## config.mk

```make
export PLATFORM = sky130hd
export DESIGN_NAME = fpu_32_arbiter_flat
export DESIGN_NICKNAME = d
export VERILOG_FILES = /design/src/rtl/fpu_pkg.sv /design/src/rtl/fpu_32_arbiter_if.sv /design/src/rtl/fpu_32_arbiter_rr.sv /design/src/rtl/fpu_32_arbiter.sv /design/src/flat_wrapper.sv
export SDC_FILE = /design/constraint.sdc
export NUM_CORES = 1
export LEC_CHECK = 0
export ABC_AREA = 1
export CAP_MARGIN = 5
export CORE_ASPECT_RATIO = 0.5
export CORE_MARGIN = 4
export CORE_UTILIZATION = 41
export CTS_CLUSTER_DIAMETER = 80
export DETAILED_ROUTE_END_ITERATION = 7
export PLACE_DENSITY_LB_ADDON = 0.12
export SYNTH_ARGS = -nofsm -noshare
export SYNTH_HDL_FRONTEND = slang
export SYNTH_SLANG_ARGS = --single-unit
```

## constraint.sdc

```tcl
create_clock -name clk -period 3.1 [get_ports clk]
set_clock_uncertainty 0.1 [all_clocks]
set_input_delay 0.62 -clock clk [delete_from_list [all_inputs] [get_ports clk]]
set_output_delay 0.62 -clock clk [all_outputs]
set_load 0.01 [all_outputs]
```

## src/rtl/fpu_pkg.sv

```systemverilog
`default_nettype none
// ============================================================================
// Module   : fpu_pkg
// Brief    : Shared state encoding and constants for the fpu_32 arbiter slice.
// Revision : 1.0
// ============================================================================
package fpu_pkg;

    typedef enum logic [1:0] {
        ST_IDLE    = 2'd0,
        ST_ISSUE   = 2'd1,
        ST_RELEASE = 2'd2
    } arb_state_t;

    localparam logic [2:0]  FPU_OP_ADD = 3'b000;
    localparam logic [2:0]  FPU_OP_SUB = 3'b001;
    localparam logic [2:0]  FPU_OP_CMP = 3'b010;

    // Quiet NaN returned on a watchdog abort.
    localparam logic [31:0] FPU_QNAN   = 32'h7FC0_0000;

endpackage
`default_nettype wire

```

## src/rtl/fpu_32_arbiter_if.sv

```systemverilog
`default_nettype none
// ============================================================================
// Module   : fpu_32_arbiter_if
// Brief    : Requester and FPU-side signals of the shared fpu_32 arbiter.
// Revision : 1.0
// ============================================================================
interface fpu_32_arbiter_if #(
    parameter int N_REQ = 4
);
    logic [N_REQ-1:0]    req_valid;
    logic [32*N_REQ-1:0] req_a;
    logic [32*N_REQ-1:0] req_b;
    logic [3*N_REQ-1:0]  req_op;
    logic [N_REQ-1:0]    req_ready;
    logic [N_REQ-1:0]    resp_valid;
    logic [31:0]         resp_data;
    logic                resp_err;
    logic                busy;
    logic                fpu_valid;
    logic [31:0]         fpu_a;
    logic [31:0]         fpu_b;
    logic [2:0]          fpu_op;
    logic                fpu_ready;
    logic                fpu_idle;
    logic [31:0]         fpu_out;

    // Environment side: requesters plus the FPU instance.
    modport master (
        output req_valid, req_a, req_b, req_op, fpu_ready, fpu_idle, fpu_out,
        input  req_ready, resp_valid, resp_data, resp_err, busy,
               fpu_valid, fpu_a, fpu_b, fpu_op
    );

    // Arbiter side.
    modport slave (
        input  req_valid, req_a, req_b, req_op, fpu_ready, fpu_idle, fpu_out,
        output req_ready, resp_valid, resp_data, resp_err, busy,
               fpu_valid, fpu_a, fpu_b, fpu_op
    );
endinterface
`default_nettype wire

```

## src/rtl/fpu_32_arbiter_rr.sv

```systemverilog
`default_nettype none
// ============================================================================
// Module   : rr_arbiter
// Brief    : Combinational round-robin pick, searching from last+1 upward.
// Revision : 1.0
// ============================================================================
module rr_arbiter #(
    parameter  int N  = 4,
    localparam int IW = $clog2(N)
) (
    input  wire logic [N-1:0]  req,
    input  wire logic [IW-1:0] last,
    output logic      [N-1:0]  gnt,
    output logic      [IW-1:0] idx
);
    logic          w_found;
    logic [IW-1:0] w_cand;

    always_comb begin
        gnt     = '0;
        idx     = '0;
        w_found = 1'b0;
        w_cand  = '0;
        for (int k = 1; k <= N; k++) begin
            w_cand = IW'((int'(last) + k) % N);
            if (!w_found && req[w_cand]) begin
                w_found     = 1'b1;
                gnt[w_cand] = 1'b1;
                idx         = w_cand;
            end
        end
    end
endmodule
`default_nettype wire

```

## src/rtl/fpu_32_arbiter.sv

```systemverilog
`default_nettype none
// ============================================================================
// Module   : fpu_32_arbiter
// Brief    : Shares one fpu_32 among N_REQ requesters with a hang watchdog.
// Revision : 1.0
// ============================================================================
module fpu_32_arbiter
    import fpu_pkg::*;
#(
    parameter int N_REQ   = 4,
    parameter int TIMEOUT = 64
) (
    input  wire logic       clk,
    input  wire logic       rstn,
    fpu_32_arbiter_if.slave bus
);
    localparam int            IW          = $clog2(N_REQ);
    localparam int            WW          = $clog2(TIMEOUT);
    localparam logic [WW-1:0] C_WDOG_LAST = WW'(TIMEOUT - 1);
    localparam logic [IW-1:0] C_LAST_RST  = IW'(N_REQ - 1);

    arb_state_t       r_state;
    logic [IW-1:0]    r_last;
    logic [IW-1:0]    r_gidx;
    logic [WW-1:0]    r_wdog;
    logic [N_REQ-1:0] w_gnt;
    logic [IW-1:0]    w_gidx;
    logic             w_grant;
    logic [N_REQ-1:0] w_resp_sel;

    rr_arbiter #(.N(N_REQ)) u_rr (
        .req  (bus.req_valid),
        .last (r_last),
        .gnt  (w_gnt),
        .idx  (w_gidx)
    );

    assign w_grant    = (|bus.req_valid) && bus.fpu_idle;
    assign w_resp_sel = N_REQ'(1) << r_gidx;

    always_ff @(posedge clk or negedge rstn) begin
        if (!rstn) begin
            r_state        <= ST_IDLE;
            r_last         <= C_LAST_RST;
            r_gidx         <= '0;
            r_wdog         <= '0;
            bus.req_ready  <= '0;
            bus.resp_valid <= '0;
            bus.resp_data  <= '0;
            bus.resp_err   <= 1'b0;
            bus.busy       <= 1'b0;
            bus.fpu_valid  <= 1'b0;
            bus.fpu_a      <= '0;
            bus.fpu_b      <= '0;
            bus.fpu_op     <= '0;
        end else begin
            bus.req_ready  <= '0;
            bus.resp_valid <= '0;
            case (r_state)
                ST_IDLE: begin
                    if (w_grant) begin
                        bus.fpu_a     <= bus.req_a[32*w_gidx +: 32];
                        bus.fpu_b     <= bus.req_b[32*w_gidx +: 32];
                        bus.fpu_op    <= bus.req_op[3*w_gidx +: 3];
                        bus.req_ready <= w_gnt;
                        bus.fpu_valid <= 1'b1;
                        bus.busy      <= 1'b1;
                        r_wdog        <= '0;
                        r_last        <= w_gidx;
                        r_gidx        <= w_gidx;
                        r_state       <= ST_ISSUE;
                    end
                end
                ST_ISSUE: begin
                    // A real result takes precedence over a coincident expiry.
                    if (bus.fpu_ready) begin
                        bus.resp_data  <= bus.fpu_out;
                        bus.resp_err   <= 1'b0;
                        bus.resp_valid <= w_resp_sel;
                        bus.fpu_valid  <= 1'b0;
                        r_state        <= ST_RELEASE;
                    end else if (r_wdog == C_WDOG_LAST) begin
                        bus.resp_data  <= FPU_QNAN;
                        bus.resp_err   <= 1'b1;
                        bus.resp_valid <= w_resp_sel;
                        bus.fpu_valid  <= 1'b0;
                        r_state        <= ST_RELEASE;
                    end else begin
                        r_wdog <= r_wdog + 1'b1;
                    end
                end
                ST_RELEASE: begin
                    if (bus.fpu_idle) begin
                        bus.busy <= 1'b0;
                        r_state  <= ST_IDLE;
                    end
                end
                default: begin
                    bus.busy      <= 1'b0;
                    bus.fpu_valid <= 1'b0;
                    r_state       <= ST_IDLE;
                end
            endcase
        end
    end
endmodule
`default_nettype wire

```

## src/flat_wrapper.sv

```systemverilog
// flat-port wrapper written by rule: the top's interface ports become plain ports
module fpu_32_arbiter_flat import fpu_pkg::*;
#(
    parameter int N_REQ   = 4,
    parameter int TIMEOUT = 64
)
  (clk, rstn, bus_req_valid, bus_req_a, bus_req_b, bus_req_op, bus_fpu_ready, bus_fpu_idle, bus_fpu_out, bus_req_ready, bus_resp_valid, bus_resp_data, bus_resp_err, bus_busy, bus_fpu_valid, bus_fpu_a, bus_fpu_b, bus_fpu_op);
  fpu_32_arbiter_if #(.N_REQ(N_REQ)) bus_i ();
  input  wire logic clk;
  input  wire logic rstn;
  input wire logic [$bits(bus_i.req_valid)-1:0] bus_req_valid;
  input wire logic [$bits(bus_i.req_a)-1:0] bus_req_a;
  input wire logic [$bits(bus_i.req_b)-1:0] bus_req_b;
  input wire logic [$bits(bus_i.req_op)-1:0] bus_req_op;
  input wire logic [$bits(bus_i.fpu_ready)-1:0] bus_fpu_ready;
  input wire logic [$bits(bus_i.fpu_idle)-1:0] bus_fpu_idle;
  input wire logic [$bits(bus_i.fpu_out)-1:0] bus_fpu_out;
  output wire logic [$bits(bus_i.req_ready)-1:0] bus_req_ready;
  output wire logic [$bits(bus_i.resp_valid)-1:0] bus_resp_valid;
  output wire logic [$bits(bus_i.resp_data)-1:0] bus_resp_data;
  output wire logic [$bits(bus_i.resp_err)-1:0] bus_resp_err;
  output wire logic [$bits(bus_i.busy)-1:0] bus_busy;
  output wire logic [$bits(bus_i.fpu_valid)-1:0] bus_fpu_valid;
  output wire logic [$bits(bus_i.fpu_a)-1:0] bus_fpu_a;
  output wire logic [$bits(bus_i.fpu_b)-1:0] bus_fpu_b;
  output wire logic [$bits(bus_i.fpu_op)-1:0] bus_fpu_op;
  assign bus_i.req_valid = bus_req_valid;
  assign bus_i.req_a = bus_req_a;
  assign bus_i.req_b = bus_req_b;
  assign bus_i.req_op = bus_req_op;
  assign bus_i.fpu_ready = bus_fpu_ready;
  assign bus_i.fpu_idle = bus_fpu_idle;
  assign bus_i.fpu_out = bus_fpu_out;
  assign bus_req_ready = bus_i.req_ready;
  assign bus_resp_valid = bus_i.resp_valid;
  assign bus_resp_data = bus_i.resp_data;
  assign bus_resp_err = bus_i.resp_err;
  assign bus_busy = bus_i.busy;
  assign bus_fpu_valid = bus_i.fpu_valid;
  assign bus_fpu_a = bus_i.fpu_a;
  assign bus_fpu_b = bus_i.fpu_b;
  assign bus_fpu_op = bus_i.fpu_op;
  fpu_32_arbiter #(.N_REQ(N_REQ), .TIMEOUT(TIMEOUT)) u_core (.clk(clk), .rstn(rstn), .bus(bus_i));
endmodule
```

==> impl_metrics.ini <==
[cts]
cts_tree = built
cts_buffer_depth = 2
h-tree-depth = 4
cts-root-buf = clkbuf_16
numCtsBuffers = 17
postCtsSetupBuffers = 0
cts.sinks = 122
cts.clk_slew.worst_paths_ns = 0.08
clk_latency_ns = 0.43

[timing]
fmax_mhz = 364
setup-tns-final_ns = 0
fin_crit_ns = 2.75
rsz0062_at_grt = false
worstMarginPinSlew_ns = 0.625
relSlewSlack_pct = 57.9
fin_crit_sh_pct = 88.7
hold_viol = 0
setup_violations = 0
slew_violations = 0

[routing]
met1_length_mm = 12.4
dr.pass1.iters = 6
vias = 9787
dr.max_layer_used = met4
viasPerCell = 4.88
wl_per_cell_um = 15.3
wl_met2_mm = 15.6
met3_length_mm = 2.09
totalWireLength_mm = 30.7
drc = 0
dr.first_iter.drc_count = 647
postRouteAntennaNets = 0

[hold_path]
min_path_type = flop to flop

[critical_path]
start_kind = flop
critPathArrivalTime_ns = 3.01
required_ns = 3.36
worst-path-max-fanout = 54
cp-end-kind = flop
critical_path_class = flop to flop

[placed_design]
io_buffers = 417
placed_area_sq_um = 12800
gp_congestion = 0.869
hpwl_mm = 23.5

[outcome]
outcome = completed

[layout]
multiInputGateArea_sq_um = 3840
seqCellArea_sq_um = 3060
syn2layout_area_growth_pct = 59.4
nNetsFinal = 2042
antenna_cells = 0
fill_cells = 1724
drive_gt1_share_pct = 4.49
design_area_sq_um = 13400

[floorplanning]
die_y_um = 109
core.rowCount = 36
io_pins = 418
core_sq_um = 19800
initial_utilization_pct = 42.5
die_x_um = 211
die_area_sq_um = 23000

[synth]
yosys-top-cells-area = dfrtp_1 36%, nand2_1 20%, nand3_1 17%, inv_1 13%, a22o_1 2.4%
syn-cell-area_sq_um = 8420
yosys_warnings = 0
synth_edf_count = 0
synth_top_cell_area_share_pct = 35.7
synthDistinctLibCells = 32
seq_area_frac_synth_pct = 36.3
synth_top_family_by_area = simple AND/OR/NAND/NOR gates
synth_xor_area_share_pct = 0.104
synthAdderAreaFrac_pct = 1.34
ys_ff_latch = 122
synth_area_per_cell_sq_um = 6.28
synth-main-ff-cell = dfrtp_1
yosys.area_share.simple_pct = 39.2
async_flop_share_pct = 100
synth_cells = 1340
synth-compound-area-share_pct = 4.92
netlist_top_cells_count = 457 x nand2_1, 301 x inv_1, 278 x nand3_1, 120 x dfrtp_1, 32 x buf_2
yosysTopAreaCell = dfrtp_1
synth.area.mux_share_pct = 0
synth_nets = 1657
yosysMostFrequentCell = nand2_1

[pwr]
clkPwrFrac_pct = 12.6
internal_power_uw = 7690
power_frac_comb_pct = 69.5
sequentialPowerShare_pct = 17.9
leakage_uw = 0.00735
power_switching_uw = 7730
ir_worst_vdd_mv = 0.926
p_per_area_nw_per_um2 = 1150
switching_share_pct = 50.1

[grt]
grt_pass1_wl_mm = 46.4
grt_max_degree = 83
overflow = 0
grt_pass1_vias = 9099
antenna_found_initial = 0
grt_usage_pct = 25.3

[job]
cap_violations = 0
==> worst paths after layout <==
| check | startpoint | end | slack (ns) | depth (start not counted) |
|---|---|---|---|---|
| min | u_core.bus.resp_data[22]$_DFFE_PN0P_ | u_core.bus.resp_data[22]$_DFFE_PN0P_ | 0.37 | 2 |
| min in group asynchronous | rstn | u_core.bus.req_ready[2]$_DFF_PN0_ | 0.49 | 2 |
| max reg2reg | u_core.r_last[0]$_DFFE_PN1P_ | u_core.bus.fpu_a[10]$_DFFE_PN0P_ | 0.35 | 15 |
| max | u_core.r_last[0]$_DFFE_PN1P_ | u_core.bus.fpu_a[10]$_DFFE_PN0P_ | 0.35 | 15 |
| min reg2reg | u_core.bus.resp_data[22]$_DFFE_PN0P_ | u_core.bus.resp_data[22]$_DFFE_PN0P_ | 0.37 | 2 |
| max in group asynchronous | rstn | u_core.bus.fpu_a[13]$_DFFE_PN0P_ | 1.63 | 3 |
==> flip-flops by register name, summed over array words and instances, names as in the netlist <==
register	count
u_core.bus.req_ready	4
u_core.bus.fpu_op	3
u_core.bus.fpu_b	32
u_core.bus.resp_err	1
u_core.bus.fpu_a	32
u_core.r_gidx	2
u_core.r_state	2
u_core.bus.fpu_valid	1
u_core.bus.resp_data	32
u_core.bus.resp_valid	4
u_core.bus.busy	1
u_core.r_wdog	6
u_core.r_last	2
==> cells in the final DEF, fill, tap and decap left out, drive strengths merged <==
| master | instances |
|---|---|
| o22ai | 2 |
| nand3 | 280 |
| o22a | 3 |
| o21bai | 1 |
| o21ai | 22 |
| nor3 | 5 |
| xnor2 | 1 |
| a21oi | 10 |
| nand2 | 464 |
| a31oi | 1 |
| nand4 | 3 |
| dlygate4sd3 | 1 |
| clkdlybuf4s50 | 416 |
| inv | 315 |
| dfrtp | 120 |
| nor4 | 1 |
| ha | 9 |
| buf | 26 |
| dfstp | 2 |
| clkbuf | 17 |
| nor2 | 10 |
| clkinvlp | 2 |
| clkinv | 4 |
| a22o | 23 |
==> timing repair <==
| item | 4_1_cts | 5_1_grt |
|---|---|---|
| hold buffers | 1 | 0 |
| endpoints found under the setup margin | 0 | 12 |
| endpoints found under the hold margin | 13 | 0 |
| resized for setup | 0 | 1 |
==> cells by family (layout without fill, tap and decap cells) <==
logic type / count (synthesis) / count (layout)
adders and majority gates: 9 / 9
DFF: 122 / 122
AOI/OAI and AO/OA: 62 / 62
buffers and inverters: 383 / 781
and+or+nand+nor: 763 / 763
xor gates and xnor gates: 1 / 1
==> power groups by stage <==
| stage | Combinational [uW] | Clock, uW | Sequential (uW) |
|---|---|---|---|
| finish | 10700 | 1930 | 2760 |
| detailed placement | 10700 | 0 | 2760 |
| CTS | 10800 | 1970 | 2760 |
| global placement | 10500 | 0 | 2740 |
| global route | 12000 | 2040 | 2840 |
| floorplan | 6840 | 0 | 3040 |
==> metrics by stage <==
stage | cells | util [%] | hold slack, ns | total power [uW] | setup slack [ns]
2_1_floorplan | 1340 | - | 0.224 | 9880 | 0.550
3_3_place_gp | 1971 | 64.7 | 0.346 | 13300 | 0.151
3_5_place_dp | 1971 | 64.7 | 0.357 | 13400 | 0.0617
4_1_cts | 2004 | 67.7 | 0.373 | 15500 | 0.208
5_1_grt | 2004 | 67.7 | 0.394 | 16900 | 0.104
6_report | 2004 | 67.7 | 0.370 | 15400 | 0.352
==> cell type report <==
class | count | share of cell area (%)
timing repair buffer | 443 | 33.2
multi-input combinational | 835 | 28.6
sequential | 122 | 22.8
inverter | 306 | 8.58
clock buffer | 17 | 3.17
tap | 266 | 2.48
clock inverter | 15 | 1.13
==> layer usage <==
layer | global-route usage [%] | vias to the layer above
met1 | 30.6 | 4557
met4 | 7.77 | 0
met3 | 5.62 | 40
li1 | - | 4828
met5 | 0 | -
met2 | 45.7 | 362
==> critical path: stages (launching register included) <==
cell and delay, ns:
dfstp_2 0.56, inv_4 0.07, ha_1 0.36, inv_1 0.08, nand3_2 0.11, nand2_4 0.09
nor2_8 0.15, nand2_1 0.09, nand2_1 0.07, nand2_1 0.06, nand2_2 0.14, buf_6 0.40
nand3_1 0.14, nand2_1 0.09, nand2_1 0.05, nand2_1 0.06
Power figures use the tool's default switching activity.
